File: src/rtl/mips_pkg.sv
// Shared MIPS boot-path types and constants: loader FSM states and word geometry.
package mips_pkg;

  localparam int unsigned MIPS_WORD_W           = 32;
  localparam int unsigned LOADER_BYTES_PER_WORD = 4;
  localparam int unsigned LOADER_BYTE_W         = 8;
  localparam int unsigned LOADER_CNT_W          = 2;

  typedef enum logic [2:0] {
    ST_IDLE,
    ST_LEN,
    ST_DATA,
    ST_WRITE,
    ST_CHK,
    ST_DONE,
    ST_ERR
  } loader_state_e;

endpackage

File: src/rtl/imem_loader_if.sv
// Byte-stream, IMEM write and core-control signals between a boot source and imem_loader.
interface imem_loader_if #(
  parameter int unsigned ADDR_W = 6
);

  logic              i_start_w;
  logic              i_byte_valid_w;
  logic [7:0]        i_byte_w;
  logic              o_byte_ready_w;
  logic              o_imem_we_w;
  logic [ADDR_W-1:0] o_imem_addr_w;
  logic [31:0]       o_imem_wd_w;
  logic              o_cpu_rst_w;
  logic              o_busy_w;
  logic              o_done_w;
  logic              o_err_w;

  modport master (
    output i_start_w, i_byte_valid_w, i_byte_w,
    input  o_byte_ready_w, o_imem_we_w, o_imem_addr_w, o_imem_wd_w,
           o_cpu_rst_w, o_busy_w, o_done_w, o_err_w
  );

  modport slave (
    input  i_start_w, i_byte_valid_w, i_byte_w,
    output o_byte_ready_w, o_imem_we_w, o_imem_addr_w, o_imem_wd_w,
           o_cpu_rst_w, o_busy_w, o_done_w, o_err_w
  );

endinterface

File: src/rtl/word_assembler.sv
// Packs bytes MSB-first into a 32-bit word; full_c flags the shift that completes a word.
module word_assembler
  import mips_pkg::*;
(
  input  logic                     clk,
  input  logic                     rst,
  input  logic                     clr,
  input  logic                     shift_en,
  input  logic [LOADER_BYTE_W-1:0] byte_in,
  output logic [MIPS_WORD_W-1:0]   word_c,
  output logic                     full_c
);

  logic [MIPS_WORD_W-1:0]  word;
  logic [LOADER_CNT_W-1:0] cnt;

  // word_c already contains the byte being shifted this cycle
  assign word_c = {word[MIPS_WORD_W-LOADER_BYTE_W-1:0], byte_in};
  assign full_c = shift_en && (cnt == LOADER_CNT_W'(LOADER_BYTES_PER_WORD - 1));

  always_ff @(posedge clk or posedge rst) begin
    if (rst) begin
      word <= '0;
      cnt  <= '0;
    end else if (clr) begin
      word <= '0;
      cnt  <= '0;
    end else if (shift_en) begin
      word <= word_c;
      cnt  <= cnt + LOADER_CNT_W'(1);
    end
  end

endmodule

File: src/rtl/imem_loader.sv
// Boot loader: streams length + program words into IMEM and holds the core in reset until done.
// Optional trailing XOR checksum when LOADER_CHECKSUM_EN is defined.
module imem_loader
  import mips_pkg::*;
#(
  parameter int unsigned ADDR_W = 6
) (
  input logic            i_clk_w,
  input logic            i_rst_w,
  imem_loader_if.slave   bus
);

  loader_state_e          state;
  logic [ADDR_W-1:0]      len;
  logic [ADDR_W-1:0]      word_idx;
  logic                   xfer_c;
  logic                   asm_shift_c;
  logic                   asm_clr_c;
  logic                   asm_full_c;
  logic [MIPS_WORD_W-1:0] asm_word_c;
`ifdef LOADER_CHECKSUM_EN
  logic [LOADER_BYTE_W-1:0] chk_acc;
`endif

  assign bus.o_byte_ready_w = (state == ST_LEN) || (state == ST_DATA) || (state == ST_CHK);
  assign xfer_c             = bus.i_byte_valid_w && bus.o_byte_ready_w;
  assign asm_shift_c        = xfer_c && (state == ST_DATA);
  assign asm_clr_c          = (xfer_c && (state == ST_LEN)) || (state == ST_WRITE);

  word_assembler u_asm (
    .clk      (i_clk_w),
    .rst      (i_rst_w),
    .clr      (asm_clr_c),
    .shift_en (asm_shift_c),
    .byte_in  (bus.i_byte_w),
    .word_c   (asm_word_c),
    .full_c   (asm_full_c)
  );

  // Strobe, address and data are launched on the edge that accepts a word's last byte
  always_ff @(posedge i_clk_w or posedge i_rst_w) begin
    if (i_rst_w) begin
      state             <= ST_IDLE;
      len               <= '0;
      word_idx          <= '0;
      bus.o_imem_we_w   <= 1'b0;
      bus.o_imem_addr_w <= '0;
      bus.o_imem_wd_w   <= '0;
      bus.o_cpu_rst_w   <= 1'b1;
      bus.o_busy_w      <= 1'b0;
      bus.o_done_w      <= 1'b0;
      bus.o_err_w       <= 1'b0;
`ifdef LOADER_CHECKSUM_EN
      chk_acc           <= '0;
`endif
    end else begin
      bus.o_imem_we_w <= 1'b0;
      case (state)
        ST_IDLE, ST_DONE, ST_ERR: begin
          if (bus.i_start_w) begin
            state           <= ST_LEN;
            bus.o_busy_w    <= 1'b1;
            bus.o_done_w    <= 1'b0;
            bus.o_err_w     <= 1'b0;
            bus.o_cpu_rst_w <= 1'b1;
`ifdef LOADER_CHECKSUM_EN
            chk_acc         <= '0;
`endif
          end
        end
        ST_LEN: begin
          if (xfer_c) begin
            len      <= bus.i_byte_w[ADDR_W-1:0];
            word_idx <= '0;
            state    <= ST_DATA;
`ifdef LOADER_CHECKSUM_EN
            chk_acc  <= chk_acc ^ bus.i_byte_w;
`endif
          end
        end
        ST_DATA: begin
          if (xfer_c) begin
`ifdef LOADER_CHECKSUM_EN
            chk_acc <= chk_acc ^ bus.i_byte_w;
`endif
            if (asm_full_c) begin
              state             <= ST_WRITE;
              bus.o_imem_we_w   <= 1'b1;
              bus.o_imem_addr_w <= word_idx;
              bus.o_imem_wd_w   <= asm_word_c;
            end
          end
        end
        ST_WRITE: begin
          if (word_idx == len) begin
`ifdef LOADER_CHECKSUM_EN
            state           <= ST_CHK;
`else
            state           <= ST_DONE;
            bus.o_busy_w    <= 1'b0;
            bus.o_done_w    <= 1'b1;
            bus.o_cpu_rst_w <= 1'b0;
`endif
          end else begin
            word_idx <= word_idx + ADDR_W'(1);
            state    <= ST_DATA;
          end
        end
`ifdef LOADER_CHECKSUM_EN
        ST_CHK: begin
          if (xfer_c) begin
            bus.o_busy_w <= 1'b0;
            if (bus.i_byte_w == chk_acc) begin
              state           <= ST_DONE;
              bus.o_done_w    <= 1'b1;
              bus.o_cpu_rst_w <= 1'b0;
            end else begin
              state           <= ST_ERR;
              bus.o_err_w     <= 1'b1;
              bus.o_cpu_rst_w <= 1'b1;
            end
          end
        end
`endif
        default: state <= ST_IDLE;
      endcase
    end
  end

endmodule

File: src/flat_wrapper.sv
// flat-port wrapper written by rule: the top's interface ports become plain ports
module imem_loader_flat import mips_pkg::*;
#(
  parameter int unsigned ADDR_W = 6
)
  (i_clk_w, i_rst_w, bus_i_start_w, bus_i_byte_valid_w, bus_i_byte_w, bus_o_byte_ready_w, bus_o_imem_we_w, bus_o_imem_addr_w, bus_o_imem_wd_w, bus_o_cpu_rst_w, bus_o_busy_w, bus_o_done_w, bus_o_err_w);
  imem_loader_if #(.ADDR_W(ADDR_W)) bus_i ();
  input logic i_clk_w;
  input logic i_rst_w;
  input wire logic [$bits(bus_i.i_start_w)-1:0] bus_i_start_w;
  input wire logic [$bits(bus_i.i_byte_valid_w)-1:0] bus_i_byte_valid_w;
  input wire logic [$bits(bus_i.i_byte_w)-1:0] bus_i_byte_w;
  output wire logic [$bits(bus_i.o_byte_ready_w)-1:0] bus_o_byte_ready_w;
  output wire logic [$bits(bus_i.o_imem_we_w)-1:0] bus_o_imem_we_w;
  output wire logic [$bits(bus_i.o_imem_addr_w)-1:0] bus_o_imem_addr_w;
  output wire logic [$bits(bus_i.o_imem_wd_w)-1:0] bus_o_imem_wd_w;
  output wire logic [$bits(bus_i.o_cpu_rst_w)-1:0] bus_o_cpu_rst_w;
  output wire logic [$bits(bus_i.o_busy_w)-1:0] bus_o_busy_w;
  output wire logic [$bits(bus_i.o_done_w)-1:0] bus_o_done_w;
  output wire logic [$bits(bus_i.o_err_w)-1:0] bus_o_err_w;
  assign bus_i.i_start_w = bus_i_start_w;
  assign bus_i.i_byte_valid_w = bus_i_byte_valid_w;
  assign bus_i.i_byte_w = bus_i_byte_w;
  assign bus_o_byte_ready_w = bus_i.o_byte_ready_w;
  assign bus_o_imem_we_w = bus_i.o_imem_we_w;
  assign bus_o_imem_addr_w = bus_i.o_imem_addr_w;
  assign bus_o_imem_wd_w = bus_i.o_imem_wd_w;
  assign bus_o_cpu_rst_w = bus_i.o_cpu_rst_w;
  assign bus_o_busy_w = bus_i.o_busy_w;
  assign bus_o_done_w = bus_i.o_done_w;
  assign bus_o_err_w = bus_i.o_err_w;
  imem_loader #(.ADDR_W(ADDR_W)) u_core (.i_clk_w(i_clk_w), .i_rst_w(i_rst_w), .bus(bus_i));
endmodule
File: config.mk
export PLATFORM = sky130hd
export DESIGN_NAME = imem_loader_flat
export DESIGN_NICKNAME = d
export VERILOG_FILES = /design/src/rtl/mips_pkg.sv /design/src/rtl/imem_loader_if.sv /design/src/rtl/word_assembler.sv /design/src/rtl/imem_loader.sv /design/src/flat_wrapper.sv
export SDC_FILE = /design/constraint.sdc
export NUM_CORES = 1
export LEC_CHECK = 0
export ABC_AREA = 1
export CORE_AREA = 2 2 108 89
export CTS_BUF_LIST = sky130_fd_sc_hd__clkbuf_16
export CTS_CLUSTER_SIZE = 14
export DETAILED_ROUTE_END_ITERATION = 12
export DIE_AREA = 0 0 110 91
export DONT_BUFFER_PORTS = 1
export PLACE_DENSITY = 0.59
export REMOVE_ABC_BUFFERS = 1
export SLEW_MARGIN = 20
export SYNTH_ARGS = -nofsm -noshare
export SYNTH_HDL_FRONTEND = slang
export SYNTH_SLANG_ARGS = --single-unit
File: constraint.sdc
create_clock -name i_clk_w -period 6.4 [get_ports i_clk_w]
set_input_delay 1.28 -clock i_clk_w [delete_from_list [all_inputs] [get_ports i_clk_w]]
set_output_delay 1.28 -clock i_clk_w [all_outputs]
set_load 0.03 [all_outputs]
==> flow_metrics.tcl <==
set metrics [dict create \
    synth-seq-cells 83 \
    antenna_found_initial 0 \
    overflow 0 \
    cts_num_sinks 83 \
    hpwl_mm 4.32 \
    crit_path_top_delay_cell "o211ai_1" \
    ys_seq_area_share_pct 59.7 \
    cts_buffers 9 \
    rsz0062_at_grt "no" \
    drt-initial-drc-count 153 \
    die_area_sq_um 10000 \
    die_w_um 110 \
    synth_cell_types 28 \
    drt-total-wl_mm 6.53 \
    cts_tree "done" \
    dpl_cell_area_sq_um 3520 \
    crit_type "flop to output port" \
    dieHeight_um 91 \
    setup_viol 0 \
    io_pins 56 \
    status "complete, no violations" \
    hold_path_class "flop to flop" \
    slew_headroom_pct 49.5 \
    tns_ps 0 \
    stdcell_area_sq_um 3850 \
    slowest_delay_ps 550 \
    clock-skew-final_ps 8.11 \
    worst_pin_slew_ps 758 \
    grt_max_degree 84 \
    root_buffer "clkbuf_16" \
    ir_drop_v 0.000268 \
    seq_area_sq_um 2080 \
    fin_nets 377 \
    drc 0 \
    finalHoldViolations 0 \
    ctsResizeCount 0 \
    diodes 0 \
    yosys_warnings 0 \
    avgSynthCellArea_sq_um 9.54 \
    core_sq_um 8880 \
    rows 31 \
    postCtsSetupBuffers 0 \
    cap_violations 0 \
    crit_arrival_ps 1520 \
    vias 2326 \
    routedWlPerCell_um 13.5 \
    hold_depth 2 \
    firstDrtPassIters 4 \
    worstPathRequired_ps 5120 \
    power.leakage_nw 1.82 \
    finalMaxSlewViolations 0 \
    cp_cell_sequence "inv_1 -> nand2_1 -> o211ai_1" \
    path_max_fanout 4 \
    nFillCells 873 \
    clk_latency_ps 330 \
    ant_nets 0 \
    total_power_w 0.00187 \
    hold_buffers 0 \
    power_density_nw_per_um2 487 \
    min_period_ps 2800 \
    drive_gt1_share_pct 12.2 \
    gp_congestion 0.872 \
    cts.htree.levels 3 \
    viasPerCell 4.82 \
    syn_inst 365 \
    clk_pin_slew_worst_paths_ps 60 \
    fmax_ghz 0.357 \
    area_delta_synth_final_pct 10.5 \
    worstSetupEndpointType "output port" \
    port_buffers 0 \
    final.period_utilization_pct 43.8 \
    grtUsageTotal_pct 14.4 \
    start_util_pct 39.2 \
    grt_pass1_vias 2256 \
    ctsLongestPathBuffers 2 \
    multiInputGateArea_sq_um 1070 \
    worstSetupStartpointType "flop" \
    grt_pass1_wl_mm 11.1 \
    ff2ff_path_depth 6 \
    synth_area_sq_um 3480 \
]
-- state kept, by name, summed over array words and instances, names as in the netlist --
| register | count |
|---|---|
| u_core.state | 3 |
| u_core.bus.o_done_w | 1 |
| u_core.word_idx | 6 |
| u_core.bus.o_busy_w | 1 |
| u_core.u_asm.word | 24 |
| u_core.bus.o_cpu_rst_w | 1 |
| u_core.len | 6 |
| u_core.bus.o_imem_we_w | 1 |
| u_core.bus.o_imem_wd_w | 32 |
| u_core.bus.o_imem_addr_w | 6 |
| u_core.u_asm.cnt | 2 |
-- synth_stat cells (all sizes together) --
cell    number  share of area [%]
dfrtp       82                 59
nand4        2               0.79
o21ai       53                8.7
buf         10                2.9
nand2       98                 11
a21oi        1               0.14
dfstp        1               0.75
inv         56                6.0
clkbuf       5               0.54
xor2         1               0.25
o22ai       24                4.3
o211ai       1               0.22
ha           2               0.72
nor2        13                2.1
conb         1               0.11
nand3       13                2.0
nand3b       2               0.43
-- layer usage --
metal	up-vias	routed length, um	global-route usage (%)
li1	1162	-	-
met1	1097	3110	19.1
met2	63	2700	19.6
met3	4	689	8.90
met4	0	34	3.80
met5	-	0	0
-- layout by cell type (no fill, tap or decap), types with 2 or more instances in the layout --
master      n
o22ai_1    24
nor2_1      9
o21ai_0    15
nand2_1    94
o21ai_1    28
inv_2       5
dfrtp_1    82
clkbuf_16   9
inv_6       2
nand3_1    12
nand3b_1    2
nor2_4      3
bufinv_16   2
clkinv_2    2
o21ai_2    10
ha_1        2
nand2_2     3
inv_1      50
-- path summary, 6_finish.rpt --
kind | from | end | slack, ps
min in group asynchronous | i_rst_w | u_core.bus.o_imem_wd_w[0] | 1030
worst min register to register | u_core.u_asm.cnt[1] | u_core.u_asm.cnt[1] | 520
worst min-delay path | u_core.u_asm.cnt[1] | u_core.u_asm.cnt[1] | 520
max in group asynchronous | i_rst_w | u_core.u_asm.word[3] | 4880
worst max-delay path | u_core.state[1] | bus_o_byte_ready_w | 3600
worst max register to register | u_core.state[2] | u_core.u_asm.word[8] | 4340
-- worst max-delay path: cells and delay by family (launching register included) --
family | cells | cell delay [ps]
buf+inv | 1 | 130
flops | 1 | 420
simple gates | 1 | 80
compound gates | 1 | 550
-- final cells by class --
| cell class | count | share of cell area, % |
|---|---|---|
| clock inverters | 7 | 2.57 |
| clock buffers | 9 | 5.85 |
| repair buffers | 2 | 0.488 |
| well taps | 115 | 3.74 |
| flip-flops and latches | 83 | 54.0 |
| multi-input cells | 211 | 27.9 |
| inverters | 56 | 5.49 |
-- through the flow --
stage                     util (%)  cells  hold WS [ps]  setup WS [ps]
after floorplan                  -    350           473           2980
after global placement        39.6    467           502           3770
after detailed placement      39.6    467           499           3690
after CTS                     43.3    483           513           3590
after global routing          43.3    483           540           3510
final                         43.3    483           518           3600
-- power breakdown --
group          internal (W)  switching, W
clock              0.000344      0.000212
sequential         0.000671      0.000190
combinational      0.000141      0.000316
total               0.00116      0.000718
-- cells by family (layout without fill, tap and decap cells) --
family	after synthesis	count (layout)	share of synthesized area [%]
DFF	83	83	59.7
buffers and inverters	71	74	9.52
adders and majority gates	2	2	0.719
AOI/OAI and AO/OA	79	79	13.4
other	1	1	0.108
xor gates and xnor gates	1	1	0.252
and+or+nand+nor	128	128	16.3
No activity file was read; power rests on OpenSTA's default activity.
